<file path="src/rtl/step_pulse_gen.sv">
// step_pulse_gen: pushbutton / free-run conditioner for the single-step clock enable.
//   Synchronizes the raw button and run switch, debounces presses and releases,
//   and issues a registered one-cycle step_en. In run mode step_en comes from a
//   free-running period counter instead. step_cnt counts issued pulses.
// Optional feature: define STEP_PULSE_AUTOREPEAT_EN to build hold auto-repeat
//   (HELD -> REPEAT after REPEAT_DELAY, then one pulse every REPEAT_PERIOD).
//   Without it, each accepted press gives exactly one pulse.
// Ports:
//   clk      in   board clock
//   rst      in   asynchronous active-low reset
//   pb       in   raw pushbutton (async, active-high)
//   run      in   raw free-run switch (async)
//   clr_cnt  in   synchronous clear of step_cnt
//   step_en  out  registered 1-cycle step pulse
//   pb_level out  debounced button level
//   step_cnt out  16-bit count of step_en pulses (wraps)
module step_pulse_gen #(
  parameter int unsigned DB_CYCLES     = 500000,
  parameter int unsigned REPEAT_DELAY  = 50000000,
  parameter int unsigned REPEAT_PERIOD = 10000000,
  parameter int unsigned RUN_PERIOD    = 25000000,
  parameter int unsigned CNT_W         = 27
) (
  input  logic        clk,
  input  logic        rst,
  input  logic        pb,
  input  logic        run,
  input  logic        clr_cnt,
  output logic        step_en,
  output logic        pb_level,
  output logic [15:0] step_cnt
);

  localparam int unsigned STEP_CNT_W = 16;

  localparam logic [CNT_W-1:0] DB_LAST  = CNT_W'(DB_CYCLES - 1);
  localparam logic [CNT_W-1:0] RUN_LAST = CNT_W'(RUN_PERIOD - 1);
`ifdef STEP_PULSE_AUTOREPEAT_EN
  localparam logic [CNT_W-1:0] REP_DLY_LAST = CNT_W'(REPEAT_DELAY - 1);
  localparam logic [CNT_W-1:0] REP_PER_LAST = CNT_W'(REPEAT_PERIOD - 1);
`else
  // Repeat timing has no effect in this build.
  logic w_unused_cfg;
  assign w_unused_cfg = ^{REPEAT_DELAY, REPEAT_PERIOD};
`endif

`ifdef STEP_PULSE_AUTOREPEAT_EN
  typedef enum logic [2:0] {
    S_IDLE, S_PRESS_DB, S_HELD, S_REPEAT, S_RELEASE_DB
  } state_t;
`else
  typedef enum logic [2:0] {
    S_IDLE, S_PRESS_DB, S_HELD, S_RELEASE_DB
  } state_t;
`endif

  logic [1:0]            r_pb_sync;
  logic [1:0]            r_run_sync;
  logic                  w_pb_s;
  logic                  w_run_s;
  state_t                r_state;
  logic [CNT_W-1:0]      r_tc;
  logic                  r_pb_level;
  logic                  w_press;
  logic [CNT_W-1:0]      r_rc;
  logic                  r_run_pulse;
  logic                  r_step_en;
  logic [STEP_CNT_W-1:0] r_step_cnt;

  // Two-flop synchronizers for the asynchronous button and switch.
  always_ff @(posedge clk or negedge rst) begin
    if (!rst) begin
      r_pb_sync  <= '0;
      r_run_sync <= '0;
    end else begin
      r_pb_sync  <= {r_pb_sync[0], pb};
      r_run_sync <= {r_run_sync[0], run};
    end
  end

  assign w_pb_s  = r_pb_sync[1];
  assign w_run_s = r_run_sync[1];

  // Button debounce / hold FSM; tc restarts on every state change.
  always_ff @(posedge clk or negedge rst) begin
    if (!rst) begin
      r_state    <= S_IDLE;
      r_tc       <= '0;
      r_pb_level <= 1'b0;
    end else begin
      case (r_state)
        S_IDLE: begin
          if (w_pb_s) begin
            r_state <= S_PRESS_DB;
            r_tc    <= '0;
          end
        end
        S_PRESS_DB: begin
          if (!w_pb_s) begin
            r_state <= S_IDLE;
            r_tc    <= '0;
          end else if (r_tc == DB_LAST) begin
            r_state    <= S_HELD;
            r_tc       <= '0;
            r_pb_level <= 1'b1;
          end else begin
            r_tc <= r_tc + CNT_W'(1);
          end
        end
        S_HELD: begin
          if (!w_pb_s) begin
            r_state <= S_RELEASE_DB;
            r_tc    <= '0;
`ifdef STEP_PULSE_AUTOREPEAT_EN
          end else if (r_tc == REP_DLY_LAST) begin
            r_state <= S_REPEAT;
            r_tc    <= '0;
`endif
          end else begin
            r_tc <= r_tc + CNT_W'(1);
          end
        end
`ifdef STEP_PULSE_AUTOREPEAT_EN
        S_REPEAT: begin
          if (!w_pb_s) begin
            r_state <= S_RELEASE_DB;
            r_tc    <= '0;
          end else if (r_tc == REP_PER_LAST) begin
            r_tc <= '0;
          end else begin
            r_tc <= r_tc + CNT_W'(1);
          end
        end
`endif
        S_RELEASE_DB: begin
          // A bounce back high returns to HELD, which restarts the repeat delay.
          if (w_pb_s) begin
            r_state <= S_HELD;
            r_tc    <= '0;
          end else if (r_tc == DB_LAST) begin
            r_state    <= S_IDLE;
            r_tc       <= '0;
            r_pb_level <= 1'b0;
          end else begin
            r_tc <= r_tc + CNT_W'(1);
          end
        end
        default: begin
          r_state <= S_IDLE;
          r_tc    <= '0;
        end
      endcase
    end
  end

  // Press pulse is decoded from the same compares that drive the FSM, so
  // step_en lands on the edge the press is accepted.
  always_comb begin
    w_press = 1'b0;
    case (r_state)
      S_PRESS_DB: w_press = w_pb_s && (r_tc == DB_LAST);
`ifdef STEP_PULSE_AUTOREPEAT_EN
      S_HELD:     w_press = w_pb_s && (r_tc == REP_DLY_LAST);
      S_REPEAT:   w_press = w_pb_s && (r_tc == REP_PER_LAST);
`endif
      default:    w_press = 1'b0;
    endcase
  end

  // Free-run period counter; held at zero while the switch is off.
  always_ff @(posedge clk or negedge rst) begin
    if (!rst) begin
      r_rc        <= '0;
      r_run_pulse <= 1'b0;
    end else if (!w_run_s) begin
      r_rc        <= '0;
      r_run_pulse <= 1'b0;
    end else if (r_rc == RUN_LAST) begin
      r_rc        <= '0;
      r_run_pulse <= 1'b1;
    end else begin
      r_rc        <= r_rc + CNT_W'(1);
      r_run_pulse <= 1'b0;
    end
  end

  // Source select and pulse counter. Masking with the previous step_en keeps
  // pulses apart even when the run switch flips between two sources.
  always_ff @(posedge clk or negedge rst) begin
    if (!rst) begin
      r_step_en  <= 1'b0;
      r_step_cnt <= '0;
    end else begin
      r_step_en <= (w_run_s ? r_run_pulse : w_press) & ~r_step_en;
      if (clr_cnt) begin
        r_step_cnt <= '0;
      end else if (r_step_en) begin
        r_step_cnt <= r_step_cnt + STEP_CNT_W'(1);
      end
    end
  end

  assign step_en  = r_step_en;
  assign pb_level = r_pb_level;
  assign step_cnt = r_step_cnt;

endmodule

</file>
<file path="config.mk">
export PLATFORM = sky130hd
export DESIGN_NAME = step_pulse_gen
export DESIGN_NICKNAME = d
export VERILOG_FILES = /design/src/rtl/step_pulse_gen.sv
export SDC_FILE = /design/constraint.sdc
export NUM_CORES = 1
export LEC_CHECK = 0
export CAP_MARGIN = 25
export CORE_MARGIN = 2
export CORE_UTILIZATION = 50
export CTS_BUF_LIST = sky130_fd_sc_hd__clkbuf_16
export DETAILED_ROUTE_END_ITERATION = 10
export GPL_TIMING_DRIVEN = 0
export HOLD_SLACK_MARGIN = 0.1
export PLACE_DENSITY = 0.68
export SETUP_SLACK_MARGIN = 0.5
export SYNTH_ARGS = -nofsm -noshare
export SYNTH_HDL_FRONTEND = slang
export SYNTH_SLANG_ARGS = --single-unit
</file>
<file path="constraint.sdc">
create_clock -name clk -period 2.2 [get_ports clk]
set_input_delay 0.22 -clock clk [delete_from_list [all_inputs] [get_ports clk]]
set_output_delay 0.22 -clock clk [all_outputs]
set_load 0.05 [all_outputs]
</file>
== Yosys cells after proc, flatten, opt, wreduce, memory -nomap -nowiden ==
Index checks and enable logic that the tools add are counted.

* Output and inout port bits: 18
* Word-level logic and storage cells: 59
* Input bits: 5
* Register bits: 80

* Eq/ne operators: 13
* $add $sub $neg: 3
* Bitwise gates (word level): 2
* Mux-type cells: 26
* Reduce and logical (&&, ||, !) cells: 6

{| class="wikitable"
|+ Operators with widths
! cell !! number
|-
| 27-bit two-way mux || 7
|-
| 27-bit case mux with 4 select lines || 1
|-
| 27-bit by 1-bit adder with 27-bit output (second input constant) || 2
|-
| 16-bit two-way mux || 2
|-
| 27-bit by 19-bit == test with 1-bit output (second input constant) || 1
|-
| 27-bit by 25-bit == test with 1-bit output (second input constant) || 1
|-
| 3-bit two-way mux || 6
|-
| 16-bit by 1-bit adder with 16-bit output (second input constant) || 1
|-
| 2-bit != test (second input constant) || 6
|-
| 3-bit case mux with 4 select lines || 1
|-
| 1-bit two-way mux || 8
|-
| 3-bit by 2-bit == test with 1-bit output (second input constant) || 2
|-
| 3-bit != test (second input constant) || 2
|-
| 5-bit AND reduction || 1
|-
| 4-bit AND reduction || 1
|-
| 2-bit nonzero test || 2
|-
| 3-bit by 1-bit == test with 1-bit output (second input constant) || 1
|-
| 3-bit zero test || 1
|-
| 1-bit case mux with 2 select lines || 1
|-
| 1-bit bitwise AND || 1
|-
| 1-bit logical AND || 1
|-
| 1-bit NOT || 1
|}

== Depth between registers and ports, before layout ==
* Word-level depth: 5
* Depth in mapped cells: 8
* Depth with buffers taken out: 6

== Least setup slack after synthesis ==
Ideal clock, no wire load.

* Path type: flip-flop to flip-flop
* Start point: register r_rc[0]
* End point: register r_rc[23]
* Stages on the path, launching flop included: 9
* Buffers on the path: 2
* Arrival: 1.905 ns
* Setup slack: 0.177 ns
* Data required time: 2.081 ns
* Period minus slack after synthesis: 2.023 ns
* Library setup time: 0.119 ns
* Cell sequence: dfrtp_1 -> ha_1 -> nand3_1 -> or2_1 -> buf_2 -> or4_4 -> nand2_2 -> buf_4 -> nor2_1

* Cells in the longest elaborated chain, start to end: 3
* Elaborated cells on any way between the ends: 4
* Those cells by class: 1 x add/sub; 1 x eq/ne; 2 x mux

{| class="wikitable"
|+ RTL lines
! item !! line !! RTL
|-
| start, declared || 65 || <nowiki>logic [CNT_W-1:0] r_rc;</nowiki>
|-
| start signal, assigned || 182 || <nowiki>r_rc <= r_rc + CNT_W'(1);</nowiki>
|-
| 27-bit by 1-bit adder with 27-bit output or 27-bit by 25-bit == test with 1-bit output (tied branches) || 182, 178 ||
|-
| 27-bit two-way mux (*) || 178 || <nowiki>end else if (r_rc == RUN_LAST) begin</nowiki>
|-
| 27-bit two-way mux (*) || 175 || <nowiki>end else if (!w_run_s) begin</nowiki>
|}

Mark *: on every way between the ends. The rest lies on a longest branch, timed or not.
A chain may end at the register's enable or synchronous reset.

== Final worst setup path ==
* Start point: register r_tc[7]
* End point: register r_tc[22]

* Cells in the longest elaborated chain, start to end: 4
* Elaborated cells on any way between the ends: 7
* Those cells by class: 1 x add/sub; 1 x eq/ne; 5 x mux

{| class="wikitable"
|+ RTL lines
! item !! line !! RTL
|-
| start, declared || 62 || <nowiki>logic [CNT_W-1:0] r_tc;</nowiki>
|-
| start signal, assigned || 107 || <nowiki>r_tc <= r_tc + CNT_W'(1);</nowiki>
|-
| start signal, assigned || 120 || <nowiki>r_tc <= r_tc + CNT_W'(1);</nowiki>
|-
| start signal, assigned || 145 || <nowiki>r_tc <= r_tc + CNT_W'(1);</nowiki>
|-
| 27-bit by 1-bit adder with 27-bit output or 27-bit by 19-bit == test with 1-bit output (tied branches) || -- ||
|-
| 27-bit two-way mux || 102, 140 ||
|-
| 27-bit two-way mux (on tied branches) || 137, 99 ||
|-
| 27-bit case mux with 4 select lines (*) || 91 || <nowiki>case (r_state)</nowiki>
|}

Marks and branches as above.

==> metrics.md <==
| Metric | Value |
|---|---|
| Syn_nets | `478` |
| Worst Tran Pin Value | `0.581 ns` |
| Synth top area cells | `dfrtp_1, nor2_1, xnor2_1` |
| Initial antenna violation count | `0` |
| DRC violations left | `0` |
| FFs w/ async S/R, synth | `100%` |
| Critical path startpoint category | `flip-flop` |
| Critical path data arrival time | `2.37 ns` |
| Placed insts | `598` |
| Register area | `0.00198 mm^2` |
| Die Wd | `96.1 um` |
| Placed cell area | `0.00467 mm^2` |
| DRT Pass-1 Iters | `4` |
| Fin. max-slew vios | `0` |
| Commonest non-fill, non-tap cells in the layout | `dfrtp_1, nand2_1, nor2_1` |
| PwrDens | `545 mW/mm^2` |
| Maximum VDD drop | `0.000455 V` |
| Hold Slack | `0.290 ns` |
| Clk_lat worst skew | `0.34 ns` |
| Final HPWL DP | `6390 um` |
| Leak | `2.41 nW` |
| Core area | `0.00822 mm^2` |
| Port bufs | `21` |
| CTS Buf Count | `9` |
| Global-route wire length before repair | `17000 um` |
| Share of post-route cells with drive strength above 1 | `26.1%` |
| Vias in the first global route | `3560` |
| Post-synth top area share | `46.6%` |
| Netlist cell types | `55` |
| H-tree depth | `3` |
| Final WL | `10600 um` |
| Clk_skew | `0.00815 ns` |
| Max FO, Critical Path | `7` |
| Fill cells | `621` |
| All-Layer GR Usage | `23.6%` |
| CP endpoint kind | `flip-flop` |
| Max_cap viols | `0` |
| Area growth syn-to-layout | `33.6%` |
| Clock Tree Root | `clkbuf_16` |
| Post-synth EDFFs | `0` |
| CTS sink count | `79` |
| CTS tree | `built` |
| Yosys top cell by area | `dfrtp_1` |
| Final-stage net count | `547` |
| Post-placement worst setup slack | `-0.0950 ns` |
| Vias/cell | `5.84` |
| Fmax | `466 MHz` |
| Die area | `0.00923 mm^2` |
| Post-DR wirelength/cell | `16.3 um` |
| Status | `completed` |
| Longest Clk Path Bufs | `2` |
| Register bit total from synthesis | `79` |
| Final Setup Violations | `0` |
| Syn avg cell area | `9.02 um^2` |
| Global route total overflow | `0` |
| Final RePlAce weighted congestion | `0.880` |
| Setup slack after layout | `0.0539 ns` |
| Post-Layout Cell Count | `649` |
| Synth Warn # | `0` |
| Worst-path clk slew | `0.07 ns` |
| Slew HR | `61.3%` |
| Die H | `96.1 um` |
| Cells after Synth | `470` |
| Ant. Diodes | `0` |
| Final Cell Area | `0.00566 mm^2` |
| Via count | `3791` |
| Hold Crit Class | `input pin to flip-flop` |
| Mapped Area | `0.00424 mm^2` |
| RSZ-0062 raised after global routing | `true` |
| CP Class | `flip-flop to flip-flop` |
| DRT iter0 DRCs | `183` |
| Ports | `23` |
| Antenna Nets Post-Route | `0` |
| Critical Path RT | `2.42 ns` |
| Initial core utilization | `51.6%` |
| Seq/Total Area, Yosys | `46.6%` |
| Final critical path time including I/O delays and setup | `2.15 ns` |
| Final hold vios | `0` |
| Row count | `33` |
| Fin crit share | `97.6%` |
| Largest net degree at the start of global routing | `61` |
| Commonest non-fill, non-tap cell in the layout | `dfrtp_1` |
| Multi-input logic area | `0.00248 mm^2` |
| Synth Flop Type | `dfrtp_1` |
[routing by layer]
layer / up-vias / GRT usage (%) / share of wire (%)
li1: 1805 / - / -
met1: 1867 / 30.2 / 43
met2: 97 / 40.0 / 51
met3: 22 / 4.07 / 4.0
met4: 0 / 9.05 / 2.2
met5: - / 0 / 0
[path summary, 6_finish.rpt]
kind	startpoint	slack, ns	depth (start not counted)	end
worst max-delay path	r_tc[7]$_DFFE_PN0N_	0.05	6	r_tc[22]$_DFFE_PN0N_
worst min-delay path	clr_cnt	0.29	2	step_cnt[0]$_DFFE_PN0P_
worst max register to register	r_tc[7]$_DFFE_PN0N_	0.05	6	r_tc[22]$_DFFE_PN0N_
worst min register to register	r_pb_sync[0]$_DFF_PN0_	0.35	0	r_pb_sync[1]$_DFF_PN0_
max in group asynchronous	rst	1.31	3	step_cnt[0]$_DFFE_PN0P_
min in group asynchronous	rst	0.30	2	r_rc[12]$_DFF_PN0_
[power breakdown]
group | switching (mW) | total [mW] | internal [mW]
clock network | 0.652 | 1.44 | 0.786
registers | 0.0102 | 1.47 | 1.46
logic | 0.105 | 0.172 | 0.0669
total | 0.768 | 3.09 | 2.32
[kinds of logic (layout without fill, tap and decap cells)]
logic type	Yosys count	in the layout	share of synthesized area, %
adders and majority gates	3	3	0.886
xor gates and xnor gates	41	41	8.47
AOI/OAI and AO/OA	63	63	10.4
and+or+nand+nor	243	243	28.9
DFF	79	79	46.6
muxes	3	3	0.768
buffers and inverters	38	112	3.93
[worst max-delay path: stages, from the launching register on]
cell	delay (ns)
dfrtp_1	0.37
buf_6	0.12
nor4b_4	0.30
nand4_1	0.25
o311a_4	0.42
or2_4	0.28
a221o_1	0.30
[what timing repair did]
item,in CTS,in global routing
pin swaps,17,20
hold buffers,1,0
gates cloned,4,0
hold endpoints to repair,19,0
endpoints found under the setup margin,75,64
resized for setup,81,63
setup buffers,18,12
[final cells by class]
cell class | instances | share of cell area (%)
Inverter | 14 | 0.928
Clock inverter | 7 | 1.10
Timing Repair Buffer | 58 | 9.08
Sequential cell | 79 | 35.0
Buffer | 24 | 3.69
Clock buffer | 9 | 3.98
Tap cell | 105 | 2.32
Multi-Input combinational cell | 353 | 43.9
[state kept, by name (all words and copies together) (netlist names), 2 cells and up, named ones only]
signal	count
step_cnt	16
r_run_sync	2
r_pb_sync	2
r_rc	27
r_tc	27
[Yosys cell counts (5+ instances only)]
master    instances
dfrtp_1          79
nor2_1           66
nand2_1          55
xnor2_1          28
nand3_1          23
nor3_1           22
clkbuf_1         14
inv_1            14
nand4_1          13
xor2_1           13
o22ai_1          12
nor4_1           11
o21ai_0          11
and2_1            9
and3_1            9
o211ai_1          9
or3_1             8
buf_2             6
a22oi_1           5
or4_1             5
[through the flow]
step	utilization, %	power [mW]	TNS, ns
floorplan	-	1.55	0
global route	68.9	3.19	-0.0445
finish	68.9	3.09	0
detailed placement	56.8	1.62	-0.486
CTS	65.0	3.09	0
global placement	56.5	1.61	-154.27
Power figures use the tool's default switching activity.
